$ cat config.mk
export PLATFORM = sky130hd
export DESIGN_NAME = hw_mem_initiate_n
export DESIGN_NICKNAME = d
export VERILOG_FILES = /design/src/rtl/hw_mem_initiate_n.sv
export SDC_FILE = /design/constraint.sdc
export NUM_CORES = 1
export LEC_CHECK = 0
export ABC_CLOCK_PERIOD_IN_PS = 2200
export BUFFER_PORTS_ARGS = -buffer_cell sky130_fd_sc_hd__buf_2
export CAP_MARGIN = 40
export CORE_AREA = 2 2 295 297
export DETAILED_ROUTE_END_ITERATION = 16
export DIE_AREA = 0 0 297 299
export GPL_ROUTABILITY_DRIVEN = 0
export HOLD_SLACK_MARGIN = 0.06
export PLACE_DENSITY = 0.48
export SLEW_MARGIN = 20
export SYNTH_ARGS = -nofsm -noshare
export SYNTH_HDL_FRONTEND = slang
export SYNTH_SLANG_ARGS = --single-unit
$ cat constraint.sdc
create_clock -name system1000 -period 2.2 [get_ports system1000]
set_input_delay 0.44 -clock system1000 [delete_from_list [all_inputs] [get_ports system1000]]
set_output_delay 0.44 -clock system1000 [all_outputs]
set_load 0.03 [all_outputs]
$ cat src/rtl/hw_mem_initiate_n.sv
// hw_mem_initiate_n: issues one bundle of up to NPORT reads/writes to memory and returns gathered read data
//   system1000/system1000_rstn  clock, async active-low reset
//   req_*                       request bundle in (counts, pointers, write values), valid/ready
//   mem_rd_* / mem_wr_*         registered memory port strobes, addresses, data; mem_rd_data returns RD_LAT later
//   rsp_*                       response bundle out (clamped read count, gathered data), valid/ready
//   Enable bit i is slot i; packed address/data vectors carry slot 0 in the MSBs.
module hw_mem_initiate_n #(
  parameter int ADDR_W   = 30,
  parameter int DATA_W   = 63,
  parameter int NPORT    = 2,
  parameter int RD_LAT   = 1,
  parameter int WR_FIRST = 0,
  parameter int CNT_W    = $clog2(NPORT + 1)
) (
  input  logic                    system1000,
  input  logic                    system1000_rstn,
  input  logic                    req_valid,
  output logic                    req_ready,
  input  logic [CNT_W-1:0]        rd_cnt,
  input  logic [NPORT*ADDR_W-1:0] rd_addr,
  input  logic [CNT_W-1:0]        wr_cnt,
  input  logic [NPORT*ADDR_W-1:0] wr_addr,
  input  logic [NPORT*DATA_W-1:0] wr_data,
  output logic [NPORT-1:0]        mem_rd_en,
  output logic [NPORT*ADDR_W-1:0] mem_rd_addr,
  input  logic [NPORT*DATA_W-1:0] mem_rd_data,
  output logic [NPORT-1:0]        mem_wr_en,
  output logic [NPORT*ADDR_W-1:0] mem_wr_addr,
  output logic [NPORT*DATA_W-1:0] mem_wr_data,
  output logic                    rsp_valid,
  input  logic                    rsp_ready,
  output logic [CNT_W-1:0]        rsp_cnt,
  output logic [NPORT*DATA_W-1:0] rsp_data
);
  typedef enum logic [2:0] {IDLE, WR, RD, WAIT, RESP} state_t;
  state_t state;
  logic [CNT_W-1:0] rd_n, wr_n, rd_cnt_q;
  logic [NPORT-1:0] rd_m, wr_m, rd_m_q;
  logic [NPORT*ADDR_W-1:0] rd_addr_m, wr_addr_m, rd_addr_q;
  logic [NPORT*DATA_W-1:0] wr_data_m, rd_data_m;
  logic [1:0] lat;
  // clamp counts, build slot masks and zero the address/data of unused slots
  always_comb begin
    rd_n = rd_cnt > CNT_W'(NPORT) ? CNT_W'(NPORT) : rd_cnt;
    wr_n = wr_cnt > CNT_W'(NPORT) ? CNT_W'(NPORT) : wr_cnt;
    rd_m = '0;
    wr_m = '0;
    rd_addr_m = '0;
    wr_addr_m = '0;
    wr_data_m = '0;
    rd_data_m = '0;
    for (int i = 0; i < NPORT; i++) begin
      rd_m[i] = CNT_W'(i) < rd_n;
      wr_m[i] = CNT_W'(i) < wr_n;
      rd_addr_m[(NPORT-1-i)*ADDR_W +: ADDR_W] = rd_m[i] ? rd_addr[(NPORT-1-i)*ADDR_W +: ADDR_W] : '0;
      wr_addr_m[(NPORT-1-i)*ADDR_W +: ADDR_W] = wr_m[i] ? wr_addr[(NPORT-1-i)*ADDR_W +: ADDR_W] : '0;
      wr_data_m[(NPORT-1-i)*DATA_W +: DATA_W] = wr_m[i] ? wr_data[(NPORT-1-i)*DATA_W +: DATA_W] : '0;
      rd_data_m[(NPORT-1-i)*DATA_W +: DATA_W] = rd_m_q[i] ? mem_rd_data[(NPORT-1-i)*DATA_W +: DATA_W] : '0;
    end
  end
  always_ff @(posedge system1000 or negedge system1000_rstn) begin
    if (!system1000_rstn) begin
      state       <= IDLE;
      req_ready   <= 1'b1;
      mem_rd_en   <= '0;
      mem_rd_addr <= '0;
      mem_wr_en   <= '0;
      mem_wr_addr <= '0;
      mem_wr_data <= '0;
      rsp_valid   <= 1'b0;
      rsp_cnt     <= '0;
      rsp_data    <= '0;
      rd_cnt_q    <= '0;
      rd_m_q      <= '0;
      rd_addr_q   <= '0;
      lat         <= '0;
    end else begin
      // strobes default low so each one lasts exactly one cycle
      mem_rd_en   <= '0;
      mem_rd_addr <= '0;
      mem_wr_en   <= '0;
      mem_wr_addr <= '0;
      mem_wr_data <= '0;
      case (state)
        IDLE: if (req_valid) begin
          req_ready   <= 1'b0;
          rd_cnt_q    <= rd_n;
          rd_m_q      <= rd_m;
          rd_addr_q   <= rd_addr_m;
          mem_wr_en   <= wr_m;
          mem_wr_addr <= wr_addr_m;
          mem_wr_data <= wr_data_m;
          if (WR_FIRST != 0) state <= WR;
          else begin
            state       <= RD;
            mem_rd_en   <= rd_m;
            mem_rd_addr <= rd_addr_m;
          end
        end
        WR: begin
          state       <= RD;
          mem_rd_en   <= rd_m_q;
          mem_rd_addr <= rd_addr_q;
        end
        RD: begin
          lat <= 2'(RD_LAT - 1);
          if (rd_cnt_q == '0) begin
            state     <= RESP;
            rsp_valid <= 1'b1;
            rsp_cnt   <= '0;
            rsp_data  <= '0;
          end else state <= WAIT;
        end
        WAIT: if (lat == '0) begin
          state     <= RESP;
          rsp_valid <= 1'b1;
          rsp_cnt   <= rd_cnt_q;
          rsp_data  <= rd_data_m;
        end else lat <= lat - 2'd1;
        RESP: if (rsp_ready) begin
          state     <= IDLE;
          rsp_valid <= 1'b0;
          rsp_cnt   <= '0;
          rsp_data  <= '0;
          req_ready <= 1'b1;
        end
        default: state <= IDLE;
      endcase
    end
  end
endmodule

==> results of run 1 <==
## cell usage after synthesis, types with 2 or more instances
master	n	share of area, %
sky130_fd_sc_hd__buf_2	19	0.53
sky130_fd_sc_hd__o21ai_0	129	3.6
sky130_fd_sc_hd__a22o_1	2	0.098
sky130_fd_sc_hd__buf_6	9	0.57
sky130_fd_sc_hd__or2_2	3	0.11
sky130_fd_sc_hd__nor4b_2	2	0.17
sky130_fd_sc_hd__o211ai_1	129	5.4
sky130_fd_sc_hd__nand4_1	127	4.5
sky130_fd_sc_hd__and3_1	93	3.3
sky130_fd_sc_hd__and2_1	95	3.3
sky130_fd_sc_hd__nand2_1	195	4.1
sky130_fd_sc_hd__a21oi_1	63	1.8
sky130_fd_sc_hd__and4b_1	2	0.11
sky130_fd_sc_hd__dfrtp_1	447	63
sky130_fd_sc_hd__nor2_1	3	0.063
sky130_fd_sc_hd__nand3_1	189	5.3
sky130_fd_sc_hd__clkbuf_1	130	2.7
sky130_fd_sc_hd__buf_1	21	0.44
sky130_fd_sc_hd__or4b_1	2	0.11
sky130_fd_sc_hd__inv_1	4	0.084
sky130_fd_sc_hd__o31ai_1	2	0.084
## per-stage QoR
step	utilization (%)	power, W	hold slack, ns	instances	setup WS, ns
6_report	32.1	0.0324	0.0960	3843	0.154
3_3_place_gp	27.3	0.0231	0.405	3512	0.120
3_5_place_dp	27.3	0.0231	0.401	3512	0.114
4_1_cts	32.1	0.0328	0.0600	3837	0.175
5_1_grt	32.1	0.0342	0.0656	3840	0.0831
2_1_floorplan	-	0.0183	0.144	1683	0.503
## power by group
part,internal (W),switching [W],total (W)
Sequential,0.0103,0.00119,0.0115
Clock,0.00554,0.00371,0.00924
Combinational,0.00351,0.00818,0.0117
## logic make-up (layout without fill, tap and decap cells)
| kind of cell | count (synthesis) | count (layout) | share of synthesized area (%) |
|---|---|---|---|
| compound gates | 331 | 331 | 11.3 |
| fa+ha+maj | 1 | 1 | 0.0701 |
| buf+inv | 185 | 1185 | 4.43 |
| flops | 448 | 448 | 62.9 |
| other cells | 0 | 5 | 0 |
| simple gates | 718 | 718 | 21.3 |
## placed cells by master, fill, tap and decap left out, types with 63 or more instances in the layout
cell type / netlist / routed
sky130_fd_sc_hd__o21ai_0: 129 / 129
sky130_fd_sc_hd__dfrtp_1: 447 / 446
sky130_fd_sc_hd__nand3_1: 189 / 189
sky130_fd_sc_hd__nand2_1: 195 / 195
sky130_fd_sc_hd__a21oi_1: 63 / 63
sky130_fd_sc_hd__dlygate4sd3_1: 0 / 229
sky130_fd_sc_hd__nand4_1: 127 / 127
sky130_fd_sc_hd__buf_2: 19 / 758
sky130_fd_sc_hd__buf_4: 1 / 67
sky130_fd_sc_hd__and2_1: 95 / 95
sky130_fd_sc_hd__o211ai_1: 129 / 129
sky130_fd_sc_hd__and3_1: 93 / 93
## registers in the layout, indices dropped and copies added, names as in the netlist, 3 cells and up
register     count
mem_wr_addr     60
mem_rd_addr     60
rd_addr_q       60
state            3
rsp_data       126
mem_wr_data    126
## metal layers
metal,track usage (%),wire length [um],vias up
met5,0,52,-
met4,5.58,2410,8
met3,4.59,5510,140
met2,26.8,36000,643
met1,19.9,30400,8396
li1,-,-,7909
## worst max-delay path: stages (launching register included)
cell and delay, ns:
sky130_fd_sc_hd__dfrtp_1 0.39, sky130_fd_sc_hd__buf_4 0.18, sky130_fd_sc_hd__or4b_4 0.58, sky130_fd_sc_hd__buf_12 0.21, sky130_fd_sc_hd__nand4_1 0.30, sky130_fd_sc_hd__nand3_1 0.11
## worst max-delay path by stage
stage | from | to | slack, ns | cells after the start
6_report | state[1] | rsp_data[57] | 0.15 | 5
5_1_grt | state[0] | rsp_data[20] | 0.08 | 5
4_1_cts | state[0] | rsp_data[30] | 0.18 | 5
3_5_place_dp | req_valid | mem_wr_data[101] | 0.11 | 6
3_3_place_gp | req_valid | mem_wr_addr[34] | 0.12 | 6
2_1_floorplan | state[1] | mem_wr_addr[30] | 0.50 | 6
## cell type report
cell class | instances | area, um^2
fill | 8883 | 58300
inverter | 4 | 15.0
sequential | 448 | 11200
timing repair buffer | 1084 | 7180
antenna | 5 | 12.5
multi-input combinational | 1050 | 5900
clock inverter | 18 | 262
tap | 1155 | 1450
clock buffer | 79 | 1570
==> impl_summary.md, run 1 <==
CTS
TritonCTS built the clock tree. The clock drives 448 sinks. The buffer depth of the longest clock path is 3.

After clock tree synthesis, the clock-pin slew on the worst setup and hold paths is 0.06 ns. In this run, post-CTS repair resized a total of 0 instances. CTS placed an instance of sky130_fd_sc_hd__clkbuf_16 at the clock tree root. The post-CTS setup buffer count is 0. The TritonCTS buffer count is 53. For the worst-skew pair, the clock arrives at the later sink with an insertion delay of 0.61 ns. The H-tree was split into 2 levels. The number of hold-repair buffers added at the cts stage is 228.

Synth
The number of nets produced by synthesis is 2064. The number of distinct library cell variants in the gate-level netlist after synthesis is 38. The number of storage elements in the synthesis netlist is 448.

The share of async-settable or async-resettable flops after synthesis is 100%. The dominant synthesized flop cell is sky130_fd_sc_hd__dfrtp_1. The warning count from the yosys run is 0.

The count of flip-flops with a built-in enable after synthesis is 0. In this run the mean area of a mapped cell was 10.6 um^2. The cell area that synthesis handed to floorplanning was 17800 um^2. The fraction of the yosys area taken by sequential cells is 62.9%. The post-synthesis cell count is 1683.

Timing
Setup violations remaining at the end of the flow were counted as 0. The clock period minus final worst setup slack is 2.05 ns. The post-route clock period utilization is 93.0%. The final count of hold timing violations is 0.

Summed over all failing endpoints, the final setup total negative slack is 0 ns. The worst max-slew margin expressed relative to the limit is 50.7%. The slew at the pin with the worst max-slew slack is 0.739 ns.

The max-slew violation count is 0. Setup repair after global routing left no endpoint under its margin. The largest clock skew in the final design is 0.0260 ns. Timing would allow up to 489 MHz.

Global route
The global-route usage over all layers is 16.1%. Entering global routing, the biggest net connects 95 pins. The initial antenna violation count came to 9. For this run the aggregate overflow at the end of global routing stands at 0.

The number of global-route vias before repair is 17659. The first-pass GRT wire length is 112000 um.

Floorplanning
The height of the chip is 299 um. The placeable core area is 85900 um^2. The number of top-level pins is 760. The die covers 88800 um^2.

The initial cell density of the core is 20.8%. The floorplan has 108 rows. The die outline width is 297 um.

Min path
The path category of the worst min-delay check is primary input to register. The cell depth of the worst hold path is 3. For hold timing, the worst endpoint is rd_addr_q[36].

The worst hold path begins at rd_addr[36].

Placed design
The placed instance area is 23500 um^2. The HPWL after detailed placement is 51900 um. The count of buffers added on input and output ports is 759.

Critical path
The data arrival time at the worst-slack endpoint is 2.51 ns. The worst setup path is captured at a register. Counting cells, the worst reg-to-reg path comes to 5. The worst register-to-register path begins at state[1].

The terminus of the critical flop-to-flop path is rsp_data[57]. The worst setup path is launched from a register. The maximum fanout count along the critical path is 87. The critical path data required time is 2.67 ns. The setup slack of the most critical reg-to-reg path is 0.15 ns. The kind of critical path is register to register.

Drt
Dividing the detail-routed wire length by the instance count gives 19.4 um. After detailed routing, the number of remaining DRC violations is 0. In the routed layout, each cell is associated on average with a via count of 4.45.

After detailed routing, the total wire length is 74500 um. The detailed-routing iteration count for the pre-antenna-repair pass is 5. The detailed-route via count is 17096. The count of nets left with antenna violations after detail routing is 0.

The first routing iteration left 946 violations.

Status
The run finished with clean final reports.

Power
For this design the ratio of total power to cell area is 1180 nW/um^2. The worst IR drop on VDD is 0.775 mV. The static power due to leakage is 14.7 nW.

Layout
The post-route cell area is 27600 um^2. In the final layout, the share of cells above drive strength 1 is 35.7%. The growth of design area from synthesis to finish is 54.8%. The count of nets after finishing is 3022.

Run
The number of max-cap violations is 0.
No activity file was read; power rests on OpenSTA's default activity.
==> run 2: changes to the inputs <==
CORE_AREA = 2 2 292 294   (was 2 2 295 297)
CTS_BUF_LIST = sky130_fd_sc_hd__clkbuf_4   (was default)
DIE_AREA = 0 0 294 296   (was 0 0 297 299)
PLACE_DENSITY = 0.49   (was 0.48)
==> impl_summary.md, run 2 (same netlist as run 1, synthesis figures left out) <==
CTS
The number of levels in the clock H-tree is 4 (was 2). The clock net sink count is 448 (unchanged). The clock latency at the later pin of the worst-skew pair is 0.98 ns (was 0.61 ns). The TritonCTS buffer count is 135 (was 53). The CTS tree is done (unchanged). The clock-pin slew reported for the worst setup and hold paths after clock tree synthesis was 0.06 ns (about the same). The buffer depth of the longest clock path is 3 (unchanged). The CTS root buffer was sky130_fd_sc_hd__clkbuf_4 (was sky130_fd_sc_hd__clkbuf_16).

Layout
Largest regs: mem_wr_data: 126 flops, rsp_data: 126 flops (unchanged). The most common cell after layout, fill and taps aside is sky130_fd_sc_hd__buf_2 (unchanged). The count of nets after finishing came to 3272 (was 3022). The growth of design area from synthesis to finish came to 63.9% (was 54.8%). The share of layout cells above drive strength 1 came to 36.3% (was 35.7%).

Top library cells by usage in the layout, fill and taps aside: sky130_fd_sc_hd__buf_2 (736), sky130_fd_sc_hd__dfrtp_1 (437), sky130_fd_sc_hd__dlygate4sd3_1 (401), sky130_fd_sc_hd__nand2_1 (195), sky130_fd_sc_hd__nand3_1 (189) (was sky130_fd_sc_hd__buf_2 (758), sky130_fd_sc_hd__dfrtp_1 (446), sky130_fd_sc_hd__dlygate4sd3_1 (229), sky130_fd_sc_hd__nand2_1 (195), sky130_fd_sc_hd__nand3_1 (189)).

Drt
The final wirelength is 78200 um (was 74500 um). The DRC violation total after the first TritonRoute iteration is 1061 (was 946). The via density per instance is 4.52 (was 4.45). The count of nets left with antenna violations after detail routing is 0 (unchanged). The detailed-routing iteration count for the pre-antenna-repair pass came to 5 (unchanged). The remaining routing DRC violations is 0 (unchanged).

The detailed-route via count is 18369 (was 17096). The post-detailed-route wirelength per cell is 19.3 um (was 19.4 um).

Critical path
The data arrival time at the worst-slack endpoint is 1.67 ns (was 2.51 ns). Worst path cell trace: buf_8 (was buf_4, or4b_4, buf_12, nand4_1, nand3_1). The critical path data required time is 1.76 ns (was 2.67 ns). The type of element launching the critical path was a register (unchanged). The cell type group with the largest total delay on the critical path is flip-flops (was simple AND/OR/NAND/NOR gates). The kind of critical path is register to primary output (was register to register). The maximum fanout count along the critical path was 2 (was 87). The stage delay of the slowest cell on the critical path is 0.55 ns (was 0.58 ns). The cell with the largest stage delay on the worst path was sky130_fd_sc_hd__dfstp_2 (was sky130_fd_sc_hd__or4b_4). The category of the worst setup path capture point is a primary output (was register). The number of buffers and inverters on the critical path is 1 (was 2).

Floorplanning
The initial cell density of the core came to 21.2% (was 20.8%). The die outline width is 294 um (was 297 um). The number of top-level pins was 760 (unchanged). The height of the chip is 296 um (was 299 um). The placeable core area is 84200 um^2 (was 85900 um^2). The area of the die was 87000 um^2 (was 88800 um^2). The number of placement rows is 107 (was 108).

Timing
The clock period minus final worst setup slack is 2.11 ns (was 2.05 ns). The number of setup violations in the final report is 0 (unchanged). The largest clock skew in the final design is 0.0381 ns (was 0.0260 ns). The worst max-slew margin expressed relative to the limit came to 46.8% (was 50.7%). The slew at the pin with the worst max-slew slack is 0.798 ns (was 0.739 ns). The post-route clock period utilization is 95.8% (was 93.0%). The max-slew violation count came to 0 (unchanged). The final count of hold timing violations is 0 (unchanged).

The total negative slack for setup checks came to 0 ns (unchanged). The worst hold margin is 0.201 ns (was 0.0960 ns). Unrepaired setup endpoints after global routing: yes (was no). The peak clock frequency supported by timing is 475 MHz (was 489 MHz).

The worst path setup slack after routing was 0.0926 ns (was 0.154 ns).

Global route
The number of global-route vias before repair was 18679 (was 17659). The global-route usage over all layers came to 17.2% (was 16.1%). The first-pass GRT wire length came to 115000 um (was 112000 um). The largest net degree at the start of global routing is 98 (was 95).

The initial antenna violation count is 11 (was 9). The global-route congestion overflow total is 0 (unchanged).

Placed design
The HPWL after detailed placement is 51600 um (was 51900 um). The worst slack at placement came to 0.0316 ns (was 0.114 ns). The count of port buffers added during placement came to 759 (unchanged).

Power
The static power due to leakage came to 15.5 nW (was 14.7 nW). The worst IR drop on VDD is 0.562 mV (was 0.775 mV). The power density over the cells is 1090 nW/um^2 (was 1180 nW/um^2).

Status
Status: complete, no violations (unchanged).

Run
The number of max-cap violations was 0 (unchanged).

Min path
The path category of the worst min-delay check is primary input to register (unchanged).
run 2: cell types whose count changed in the layout (fill, tap and decap cells not counted), sizes merged:
cell	delta
clkbuf	+110
inv	+2
dlygate4sd3	+172
buf	-7
diode	+8
clkinv	+2
bufinv	-2
run 2: timing repair:
| action | in CTS | in global routing |
|---|---|---|
| setup endpoints to repair | 20 | 29 |
| gates resized for setup | 39 | 7 |
| cloned | 0 | 2 |
| hold buffers | 402 | 0 |
| pin swaps | 0 | 2 |
| hold endpoints to repair | 889 | 0 |
| buffers inserted | 1 | 3 |
run 2: routing by layer:
layer / global-route usage (%) / vias up / share of wire [%]
met5: 0 / - / 0.064
met4: 6.74 / 8 / 2.6
met2: 27.2 / 772 / 48
met3: 6.04 / 141 / 8.6
met1: 21.4 / 8976 / 41
li1: - / 8472 / -
run 2: worst paths after layout:
| check | to | cells past startpoint | startpoint | slack [ns] |
|---|---|---|---|---|
| max | req_ready | 1 | req_ready | 0.09 |
| min | mem_wr_en[0] | 6 | wr_cnt[0] | 0.20 |
| max reg2reg | mem_wr_addr[25] | 7 | state[2] | 0.10 |
| min reg2reg | rd_addr_q[34] | 2 | rd_addr_q[34] | 0.47 |
| max in group asynchronous | rd_addr_q[28] | 5 | system1000_rstn | 1.08 |
| min in group asynchronous | rsp_data[110] | 4 | system1000_rstn | 0.64 |
run 2: through the flow:
stage / instances / cell area (um^2) / power, W / utilization [%]
after floorplan: 1683 / 17800 / 0.0183 / -
after detailed placement: 3436 / 23400 / 0.0232 / 27.8
after global routing: 4056 / 29200 / 0.0337 / 34.7
after CTS: 4045 / 29100 / 0.0320 / 34.6
final: 4063 / 29200 / 0.0318 / 34.7
after global placement: 3436 / 23400 / 0.0231 / 27.8
run 2: layout make-up:
cell class                      instances  area, um^2
Antenna cell                           13        32.5
Timing Repair Buffer                 1252        9140
Inverter                                4        15.0
Sequential cell                       448       11200
Clock buffer                          186        1400
Fill cell                            8498       55000
Tap cell                             1090        1360
Clock inverter                         20         159
Multi-Input combinational cell       1050        5900
run 2: power by group:
part,internal [W],switching (W),total [W]
combinational,0.00396,0.00841,0.0124
clock,0.00417,0.00373,0.00790
sequential,0.0103,0.00122,0.0115
total,0.0184,0.0134,0.0318
==> run 3: changes to the inputs <==
PLACE_DENSITY = default   (was 0.49)
PLACE_DENSITY_LB_ADDON = 0.3   (was default)
==> impl_summary.md, run 3 (same netlist as run 1, synthesis figures left out) <==
Critical path
The stage delay of the slowest cell on the critical path came to 0.55 ns (about the same). The critical path data required time was 1.76 ns (about the same). The number of buffers and inverters on the critical path is 1 (unchanged). The critical path depth in cells is 1 (unchanged). The data arrival time at the worst-slack endpoint was 1.64 ns (was 1.67 ns). The launch point of the worst path was req_ready (unchanged). The category of the worst setup path capture point is a primary output (unchanged).

The type of element launching the critical path is a register (unchanged). The kind of critical path is register to primary output (unchanged). The cell with the largest stage delay on the worst path is sky130_fd_sc_hd__dfstp_2 (unchanged). The maximum fanout count along the critical path is 2 (unchanged). The number of cells on the worst reg-to-reg path is 6 (was 7). The setup slack of the most critical reg-to-reg path was 0.14 ns (was 0.10 ns).

The launch instance of the worst register-to-register path is state[0] (was state[2]). The terminus of the critical flop-to-flop path is mem_wr_data[5] (was mem_wr_addr[25]). Worst path cell trace: buf_8 (unchanged). The cell type group with the largest total delay on the critical path is flip-flops (unchanged).

The endpoint of the worst setup timing path is req_ready (unchanged).

CTS
The clock-pin slew reported for the worst setup and hold paths after clock tree synthesis is 0.07 ns (was 0.06 ns). The number of levels in the clock H-tree is 4 (unchanged). The CTS root buffer was sky130_fd_sc_hd__clkbuf_4 (unchanged). The buffer depth of the longest clock path is 3 (unchanged).

The clock latency at the later pin of the worst-skew pair came to 0.99 ns (was 0.98 ns). The CTS tree is done (unchanged). The TritonCTS buffer count is 133 (was 135). The clock net sink count is 448 (unchanged).

Drt
The detailed-route via count is 18674 (was 18369). The post-detailed-route wirelength per cell was 19.2 um (was 19.3 um). The remaining routing DRC violations came to 0 (unchanged). The detailed-routing iteration count for the pre-antenna-repair pass is 5 (unchanged).

The final wirelength is 79100 um (was 78200 um). The count of nets left with antenna violations after detail routing was 0 (unchanged). The DRC violation total after the first TritonRoute iteration was 1174 (was 1061). The via density per instance is 4.54 (was 4.52).

Floorplanning
The height of the chip came to 296 um (unchanged). The initial cell density of the core is 21.2% (unchanged). The number of top-level pins was 760 (unchanged). The placeable core area is 84200 um^2 (unchanged). The number of placement rows is 107 (unchanged).

The area of the die is 87000 um^2 (unchanged). The die outline width is 294 um (unchanged).

Power
The switching power share of the total is 42.4% (was 42.0%). The overall power is 0.0321 W (was 0.0318 W). The static power due to leakage is 15.6 nW (was 15.5 nW). The internal power contribution is 0.0185 W (was 0.0184 W). The power density over the cells is 1090 nW/um^2 (about the same). The clock network fraction of total power is 25.1% (was 24.8%). The worst IR drop on VDD is 0.494 mV (was 0.562 mV). The net switching power is 0.0136 W (was 0.0134 W). The fraction of power consumed by combinational cells is 38.7% (was 38.9%).

The power share of the sequential group was 36.2% (was 36.3%).

Timing
The peak clock frequency supported by timing is 482 MHz (was 475 MHz). The post-route clock period utilization is 94.4% (was 95.8%). The clock period minus final worst setup slack is 2.08 ns (was 2.11 ns). The total negative slack for setup checks is 0 ns (unchanged).

The worst max-slew margin expressed relative to the limit is 49.4% (was 46.8%). The max-slew violation count is 0 (unchanged). The slew at the pin with the worst max-slew slack was 0.759 ns (was 0.798 ns). The number of setup violations in the final report was 0 (unchanged).

The final count of hold timing violations came to 0 (unchanged). Unrepaired setup endpoints after global routing: yes (unchanged). The largest clock skew in the final design is 0.0481 ns (was 0.0381 ns).

Status
Status: complete, no violations (unchanged).

Layout
The area used by sequential logic in the layout was 11200 um^2 (about the same). The area used by multi-input combinational logic is 5900 um^2 (about the same). The most common cell after layout, fill and taps aside is sky130_fd_sc_hd__buf_2 (unchanged). The growth of design area from synthesis to finish is 65.4% (was 63.9%). The post-route cell area is 29500 um^2 (was 29200 um^2). The share of layout cells above drive strength 1 is 36.8% (was 36.3%). Top library cells by usage in the layout, fill and taps aside: sky130_fd_sc_hd__buf_2 (728), sky130_fd_sc_hd__dfrtp_1 (435), sky130_fd_sc_hd__dlygate4sd3_1 (413), sky130_fd_sc_hd__nand2_1 (195), sky130_fd_sc_hd__nand3_1 (189) (was sky130_fd_sc_hd__buf_2 (736), sky130_fd_sc_hd__dfrtp_1 (437), sky130_fd_sc_hd__dlygate4sd3_1 (401), sky130_fd_sc_hd__nand2_1 (195), sky130_fd_sc_hd__nand3_1 (189)). The count of nets after finishing is 3312 (was 3272). The number of filler instances in the final layout is 8501 (was 8498). Largest regs: mem_wr_data: 126 flops, rsp_data: 126 flops (unchanged).

Placed design
The count of port buffers added during placement is 759 (unchanged). The placed instance area is 23400 um^2 (about the same). The HPWL after detailed placement is 52500 um (was 51600 um).

Global route
The largest net degree at the start of global routing is 95 (was 98). The global-route usage over all layers was 17.2% (about the same). The number of global-route vias before repair was 19074 (was 18679).

The initial antenna violation count is 9 (was 11). The first-pass GRT wire length was 116000 um (was 115000 um). The global-route congestion overflow total came to 0 (unchanged).

Min path
The path category of the worst min-delay check was primary input to register (unchanged).

Run
The number of max-cap violations is 0 (unchanged).
## run 3: through the flow
stage / hold slack (ns) / cells / setup WS (ns) / util, %
final: 0.194 / 4111 / 0.124 / 35.0
after global placement: 0.403 / 3461 / 0.103 / 27.8
after detailed placement: 0.404 / 3461 / 0.0863 / 27.8
after global routing: 0.0928 / 4111 / -0.0382 / 35.0
after floorplan: 0.144 / 1683 / 0.503 / -
after CTS: 0.0603 / 4097 / -0.0531 / 34.9
## run 3: layout make-up
cell class                      count  area share [%]
Tap cell                         1090            4.62
Inverter                            4          0.0509
Clock inverter                     32           0.802
Clock buffer                      186            4.74
Sequential cell                   448            38.1
Antenna cell                        7          0.0594
Timing Repair Buffer             1294            31.7
Multi-Input combinational cell   1050            20.0
## run 3: worst min-delay path by stage
stage                          startpoint          endpoint  slack [ns]  cells after the start
final                        wr_data[100]  mem_wr_data[100]        0.19                      3
after global routing         wr_data[100]  mem_wr_data[100]        0.09                      3
after CTS                     wr_data[89]   mem_wr_data[89]        0.06                      3
after detailed placement  system1000_rstn      rsp_data[92]        0.40                      1
after global placement    system1000_rstn      rsp_data[92]        0.40                      1
after floorplan           system1000_rstn            lat[0]        0.14                      0
## run 3: what timing repair did
item | in CTS | in global routing
pin swaps | 0 | 1
setup buffers | 3 | 4
cloned | 0 | 3
endpoints found under the setup margin | 30 | 6
hold buffers | 415 | 0
endpoints found under the hold margin | 891 | 0
resized for setup | 52 | 3
## run 3: routing by layer
metal	part of all wire [%]	up-vias	GRT usage [%]
met1	42	9148	21.9
met5	0.063	-	0
met4	2.6	8	6.63
li1	-	8564	-
met3	8.1	157	5.81
met2	47	797	27.1
## run 3: power groups by stage
stage	Sequential (W)	Combinational, W	Clock, W
after floorplan	0.0144	0.00392	0
after global placement	0.0117	0.0115	0
after detailed placement	0.0117	0.0115	0
after CTS	0.0116	0.0123	0.00838
after global routing	0.0119	0.0133	0.00884
final	0.0116	0.0124	0.00807
## run 3: worst register-to-register path, stage by stage (launching register included)
cell and delay, ns:
sky130_fd_sc_hd__dfrtp_2 0.41, sky130_fd_sc_hd__buf_4 0.20, sky130_fd_sc_hd__nor4b_4 0.34, sky130_fd_sc_hd__clkbuf_16 0.24, sky130_fd_sc_hd__buf_4 0.15, sky130_fd_sc_hd__and3_1 0.14, sky130_fd_sc_hd__dlygate4sd3_1 0.54
